==> config.mk <==
export PLATFORM = sky130hd
export DESIGN_NAME = adc_sample_packer_flat
export DESIGN_NICKNAME = d
export VERILOG_FILES = /design/src/rtl/adc_sample_packer_if.sv /design/src/rtl/adc_sample_packer.sv /design/src/flat_wrapper.sv
export SDC_FILE = /design/constraint.sdc
export NUM_CORES = 1
export LEC_CHECK = 0
export CAP_MARGIN = 20
export CORE_ASPECT_RATIO = 2
export CORE_MARGIN = 5
export CORE_UTILIZATION = 56
export CTS_CLUSTER_SIZE = 24
export DETAILED_ROUTE_END_ITERATION = 10
export GPL_TIMING_DRIVEN = 1
export PLACE_DENSITY = 0.76
export SYNTH_ARGS = -nofsm -noshare
export SYNTH_HDL_FRONTEND = slang
export SYNTH_SLANG_ARGS = --single-unit
==> constraint.sdc <==
create_clock -name clk -period 3.45 [get_ports clk]
set_input_delay 0.5175 -clock clk [delete_from_list [all_inputs] [get_ports clk]]
set_output_delay 0.5175 -clock clk [all_outputs]
set_load 0.02 [all_outputs]
==> src/rtl/adc_sample_packer_if.sv <==
// ADC sample strobe in, framed byte stream out. The master side drives samples and tx_ready.
interface adc_sample_packer_if;
   logic        drdy;
   logic [15:0] dataout;
   logic [7:0]  tx_data;
   logic        tx_valid;
   logic        tx_ready;

   modport master (
      output drdy,
      output dataout,
      input  tx_data,
      input  tx_valid,
      output tx_ready
   );

   modport slave (
      input  drdy,
      input  dataout,
      output tx_data,
      output tx_valid,
      input  tx_ready
   );
endinterface

==> src/rtl/adc_sample_packer.sv <==
// Buffers {seq, sample} words and emits 5-byte packets (sync, seq, msb, lsb, csum); first byte 2 cycles after drdy.
// Registered outputs; tx_valid holds until tx_ready, samples arriving while the FIFO is full are dropped.

module adc_sample_fifo #(
   parameter int DEPTH = 16,
   parameter int WIDTH = 24
) (
   input  logic                     clk,
   input  logic                     reset,
   input  logic                     wr_en,
   input  logic [WIDTH-1:0]         wr_dat,
   input  logic                     rd_en,
   output logic [WIDTH-1:0]         rd_dat,
   output logic [$clog2(DEPTH):0]   count
);
   localparam int AW = $clog2(DEPTH);

   logic [WIDTH-1:0] mem [DEPTH];
   logic [AW-1:0]    wr_ptr;
   logic [AW-1:0]    rd_ptr;

   // Caller only writes when not full and only reads when not empty.
   assign rd_dat = mem[rd_ptr];

   always_ff @(posedge clk) begin
      if (wr_en) begin
         mem[wr_ptr] <= wr_dat;
      end
   end

   always_ff @(posedge clk) begin
      if (reset) begin
         wr_ptr <= '0;
         rd_ptr <= '0;
         count  <= '0;
      end else begin
         if (wr_en) begin
            wr_ptr <= wr_ptr + 1'b1;
         end
         if (rd_en) begin
            rd_ptr <= rd_ptr + 1'b1;
         end
         case ({wr_en, rd_en})
            2'b10:   count <= count + 1'b1;
            2'b01:   count <= count - 1'b1;
            default: count <= count;
         endcase
      end
   end
endmodule

module adc_sample_packer #(
   parameter int         FIFO_DEPTH = 16,
   parameter logic [7:0] SYNC_BYTE  = 8'hA5
) (
   input  logic                          clk,
   input  logic                          reset,
   adc_sample_packer_if.slave            stream,
   output logic [$clog2(FIFO_DEPTH):0]   fifo_count,
   output logic                          overflow,
   output logic                          busy
);
   localparam int CW = $clog2(FIFO_DEPTH) + 1;
   localparam logic [CW-1:0] FULL_COUNT = CW'(FIFO_DEPTH);

   typedef enum logic [2:0] {IDLE, SYNC, SEQ, MSB, LSB, CSUM} state_t;

   state_t      state;
   state_t      state_nxt;
   logic [7:0]  seq;
   logic [7:0]  pkt_seq;
   logic [15:0] pkt_sample;
   logic [23:0] head;
   logic [7:0]  csum;
   logic [7:0]  byte_nxt;
   logic [7:0]  tx_data_q;
   logic        tx_valid_q;
   logic        wr_en;
   logic        pop;

   // Full check uses the count before this cycle's pop, so write+pop at full drops.
   assign wr_en = stream.drdy && (fifo_count < FULL_COUNT);
   assign csum  = pkt_seq + pkt_sample[15:8] + pkt_sample[7:0];

   adc_sample_fifo #(
      .DEPTH (FIFO_DEPTH),
      .WIDTH (24)
   ) u_fifo (
      .clk    (clk),
      .reset  (reset),
      .wr_en  (wr_en),
      .wr_dat ({seq, stream.dataout}),
      .rd_en  (pop),
      .rd_dat (head),
      .count  (fifo_count)
   );

   // tx_valid is high in every non-IDLE state, so tx_ready alone qualifies acceptance.
   always_comb begin
      state_nxt = state;
      pop       = 1'b0;
      byte_nxt  = 8'h00;
      case (state)
         IDLE: begin
            if (fifo_count != '0) begin
               pop       = 1'b1;
               state_nxt = SYNC;
            end
         end
         SYNC:    if (stream.tx_ready) state_nxt = SEQ;
         SEQ:     if (stream.tx_ready) state_nxt = MSB;
         MSB:     if (stream.tx_ready) state_nxt = LSB;
         LSB:     if (stream.tx_ready) state_nxt = CSUM;
         CSUM:    if (stream.tx_ready) state_nxt = IDLE;
         default: state_nxt = IDLE;
      endcase
      case (state_nxt)
         SYNC:    byte_nxt = SYNC_BYTE;
         SEQ:     byte_nxt = pkt_seq;
         MSB:     byte_nxt = pkt_sample[15:8];
         LSB:     byte_nxt = pkt_sample[7:0];
         CSUM:    byte_nxt = csum;
         default: byte_nxt = 8'h00;
      endcase
   end

   always_ff @(posedge clk) begin
      if (reset) begin
         state      <= IDLE;
         seq        <= 8'h00;
         overflow   <= 1'b0;
         tx_valid_q <= 1'b0;
         tx_data_q  <= 8'h00;
         pkt_seq    <= 8'h00;
         pkt_sample <= 16'h0000;
      end else begin
         state      <= state_nxt;
         tx_valid_q <= (state_nxt != IDLE);
         tx_data_q  <= byte_nxt;
         if (stream.drdy) begin
            seq <= seq + 8'h01;
         end
         if (stream.drdy && !wr_en) begin
            overflow <= 1'b1;
         end
         if (pop) begin
            pkt_seq    <= head[23:16];
            pkt_sample <= head[15:0];
         end
      end
   end

   assign stream.tx_data  = tx_data_q;
   assign stream.tx_valid = tx_valid_q;
   assign busy            = tx_valid_q;
endmodule

==> src/flat_wrapper.sv <==
// flat-port wrapper written by rule: the top's interface ports become plain ports
module adc_sample_packer_flat 
#(
   parameter int         FIFO_DEPTH = 16,
   parameter logic [7:0] SYNC_BYTE  = 8'hA5
)
  (clk, reset, fifo_count, overflow, busy, stream_drdy, stream_dataout, stream_tx_data, stream_tx_valid, stream_tx_ready);
  adc_sample_packer_if stream_i ();
  input  logic clk;
  input  logic reset;
  output logic [$clog2(FIFO_DEPTH):0] fifo_count;
  output logic overflow;
  output logic busy;
  input wire logic [$bits(stream_i.drdy)-1:0] stream_drdy;
  input wire logic [$bits(stream_i.dataout)-1:0] stream_dataout;
  output wire logic [$bits(stream_i.tx_data)-1:0] stream_tx_data;
  output wire logic [$bits(stream_i.tx_valid)-1:0] stream_tx_valid;
  input wire logic [$bits(stream_i.tx_ready)-1:0] stream_tx_ready;
  assign stream_i.drdy = stream_drdy;
  assign stream_i.dataout = stream_dataout;
  assign stream_tx_data = stream_i.tx_data;
  assign stream_tx_valid = stream_i.tx_valid;
  assign stream_i.tx_ready = stream_tx_ready;
  adc_sample_packer #(.FIFO_DEPTH(FIFO_DEPTH), .SYNC_BYTE(SYNC_BYTE)) u_core (.clk(clk), .reset(reset), .stream(stream_i), .fifo_count(fifo_count), .overflow(overflow), .busy(busy));
endmodule
==> results.toml, run 1 <==
[die]
core_area_um2 = 31300
start_util_pct = 56.3
die_area_um2 = 35400
io_pins = 36
rows = 92
die_w_um = 135
die_h_um = 261

[clock_network]
cts_buffer_depth = 3
postCtsSetupRepairBufs = 0
cts.htree.levels = 2
clk_latency_ns = 0.53
cts_resized = 0
cts_buffers = 38
clkSinkCount = 442
cts_tree = "done"
clk_root_buffer_cell = "clkbuf_16"
ctsHoldBuffers = 0
cts.clk_slew.worst_paths_ns = 0.06

[yosys]
netlist_area_um2 = 17600
synth_nets = 965
async_flop_share_pct = 0
synth.top_cell.area_share_pct = 65.4
synthCells = 920
synth.most_common_cell = "edfxtp_1"
synth_flop_cell = "edfxtp_1"
yosys_warnings = 0
syn_area_per_cell_um2 = 19.2
synth.distinct_cells = 55
synthTopCellsByArea = "edfxtp_1 (65%), mux4_2 (12%), dfxtp_1 (6.6%)"
synthTopCellsByCount = "edfxtp_1 (384), mux4_2 (96), dfxtp_1 (58), a21oi_1 (41), nor2_1 (38)"
synth_edf_count = 384
ys_seq_area_share_pct = 72.0
yosys.area.top_type = "edfxtp_1"
ys_ff_latch = 442

[place]
io_buffers = 35
dpl_cell_area_um2 = 18700
dp_hpwl_mm = 22.8
gp_congestion = 0.849

[detailed_routing]
wl_mm = 35.6
firstDrtPassIters = 5
met3_length_mm = 1.40
via_count = 8751
via_per_inst = 6.06
wl_met2_mm = 19.3
routed_wire_length_per_instance_um = 24.7
drt_iter0_drc = 836
drc = 0
top_layer_used = "met4"
detail-route-antenna-nets = 0
wl_met1_mm = 13.8

[worst_setup_path]
cpPeakStageDelay_ns = 0.56
crit_family = "simple AND/OR/NAND/NOR gates"
cp.required_ns = 3.89
crit_chain = "or4_4 > o21a_1 > ha_1 > ha_1 > nor2b_1 > o21ai_1 > a21oi_1 > or4_1 > a21oi_1"
reg2reg_slack_ns = 0.46
worstSetupStartpointType = "flip-flop"
arrival_ns = 3.43
crit_buf_inv = 0
critical_path.slowest_cell = "or4_4"
crit_fanout = 6
worst-path-stages = 9
crit_type = "flip-flop to flip-flop"
endpoint_kind = "flip-flop"
reg2regPathDepth = 9

[timing]
finalSetupTns_ns = 0
holdWs_ns = 0.485
finalClockSkew_ns = 0.0184
rsz0062_at_grt = "no"
finalHoldViolCount = 0
fmax_mhz = 335
slew-limit-headroom_pct = 46.2
finalCriticalPeriod_ns = 2.99
finalCritPeriodShare_pct = 86.6
final-setup-viol-count = 0
slew_violations = 0
tightest_slew_ns = 0.805

[pwr]
powerDensity_nw_per_um2 = 706
netSwitchingPower_w = 0.00390
p_int_w = 0.0101
combinationalPowerShare_pct = 24.3
p_clk_share_pct = 29.3
switching_share_pct = 27.7
irDropWorstVdd_uv = 562
seqPwrFrac_pct = 46.3
leakage_nw = 6.43

[grt]
grt_max_degree = 40
overflow = 0
grt_usage_pct = 20.9
grt_pass1_wl_mm = 55.2
antenna_found_initial = 0
grt_pass1_vias = 9168

[run_status]
status = "finished, final reports clean"

[finish]
layout-area-overhead-vs-synth_pct = 12.8
nNetsFinal = 1038
final_area_um2 = 19900
drive_above_1_share_pct = 23.8
n_fill_cell = 2195
register_area_um2 = 12700
diodes = 0
multi_input_area_um2 = 4640

[flow_run]
drv_cap = 0

[hold_path]
hp-class = "flip-flop to flip-flop"
hold_path_depth = 2
[worst register-to-register path: stages (launching register included)]
cell     delay [ns]
dfxtp_1        0.36
or4_4          0.56
o21a_1         0.32
ha_1           0.30
ha_1           0.32
nor2b_1        0.15
o21ai_1        0.15
a21oi_1        0.10
or4_1          0.48
a21oi_1        0.15
[cell families after synthesis]
| logic type | after synthesis | synth area share, % |
|---|---|---|
| and+or+nand+nor | 119 | 3.64 |
| DFF | 442 | 72.0 |
| xor gates and xnor gates | 18 | 0.894 |
| buffers and inverters | 65 | 2.03 |
| adders and majority gates | 25 | 2.16 |
| muxes | 123 | 13.8 |
| AOI/OAI and AO/OA | 128 | 5.52 |
[stage by stage]
stage,utilization [%],cells,setup slack [ns],power [W]
floorplan,-,920,0.00746,0.00910
detailed placement,59.7,1376,0.487,0.0101
CTS,63.6,1443,0.456,0.0142
global placement,59.7,1376,0.528,0.00994
finish,63.6,1443,0.462,0.0140
global route,63.6,1443,0.281,0.0147
[layout by cell type (no fill, tap or decap), types with 24 or more instances in the layout]
cell | synthesis | final
a21oi_1 | 41 | 41
a22o_1 | 24 | 24
buf_4 | 2 | 47
clkbuf_16 | 0 | 39
clkdlybuf4s50_1 | 0 | 35
dfxtp_1 | 58 | 54
edfxtp_1 | 384 | 384
mux2i_1 | 27 | 27
mux4_2 | 96 | 96
nor2_1 | 38 | 26
nor2b_1 | 27 | 27
[path summary, 6_finish.rpt]
path                                              from                     end
worst max-delay path            u_core.u_fifo.count[4]  u_core.u_fifo.count[4]
worst min-delay path                   u_core.overflow         u_core.overflow
worst max register to register  u_core.u_fifo.count[4]  u_core.u_fifo.count[4]
worst min register to register         u_core.overflow         u_core.overflow
[sequential cells by signal (all words and copies together), names as in the netlist]
register               count
u_core.u_fifo.mem        384
u_core.pkt_sample         16
u_core.pkt_seq             8
u_core.seq                 8
u_core.stream.tx_data      8
u_core.u_fifo.count        5
u_core.u_fifo.rd_ptr       4
u_core.u_fifo.wr_ptr       4
u_core.state               3
u_core.busy                1
u_core.overflow            1
[power groups by stage]
| stage | clock network [W] | logic, W | registers (W) |
|---|---|---|---|
| 6_report | 0.00412 | 0.00342 | 0.00650 |
| 4_1_cts | 0.00421 | 0.00346 | 0.00651 |
| 3_3_place_gp | 0 | 0.00335 | 0.00659 |
| 3_5_place_dp | 0 | 0.00343 | 0.00662 |
| 2_1_floorplan | 0 | 0.00260 | 0.00650 |
| 5_1_grt | 0.00442 | 0.00374 | 0.00654 |
[per-layer routing]
| metal | global-route usage (%) | up-vias |
|---|---|---|
| met5 | 0 | - |
| met4 | 6.89 | 0 |
| met3 | 2.77 | 55 |
| met2 | 36.7 | 249 |
| met1 | 27.0 | 4575 |
| li1 | - | 3872 |
[area by class of cell]
class	count	area share, %
clock inverters	17	0.824
well taps	423	2.66
flip-flops and latches	442	63.8
repair buffers	86	3.94
inverters	12	0.239
clock buffers	50	5.16
multi-input cells	413	23.3
No activity file was read; power rests on OpenSTA's default activity.
==> run 2: changes to the inputs <==
SLEW_MARGIN = 20   (was default)
==> results of run 2 <==
The final DEF is identical to that of run 1; final timing and power are the same.
==> run 3: changes to the inputs <==
GPL_ROUTABILITY_DRIVEN = 0   (was default)
==> results of run 3 <==
The final DEF is identical to that of run 1; final timing and power are the same.
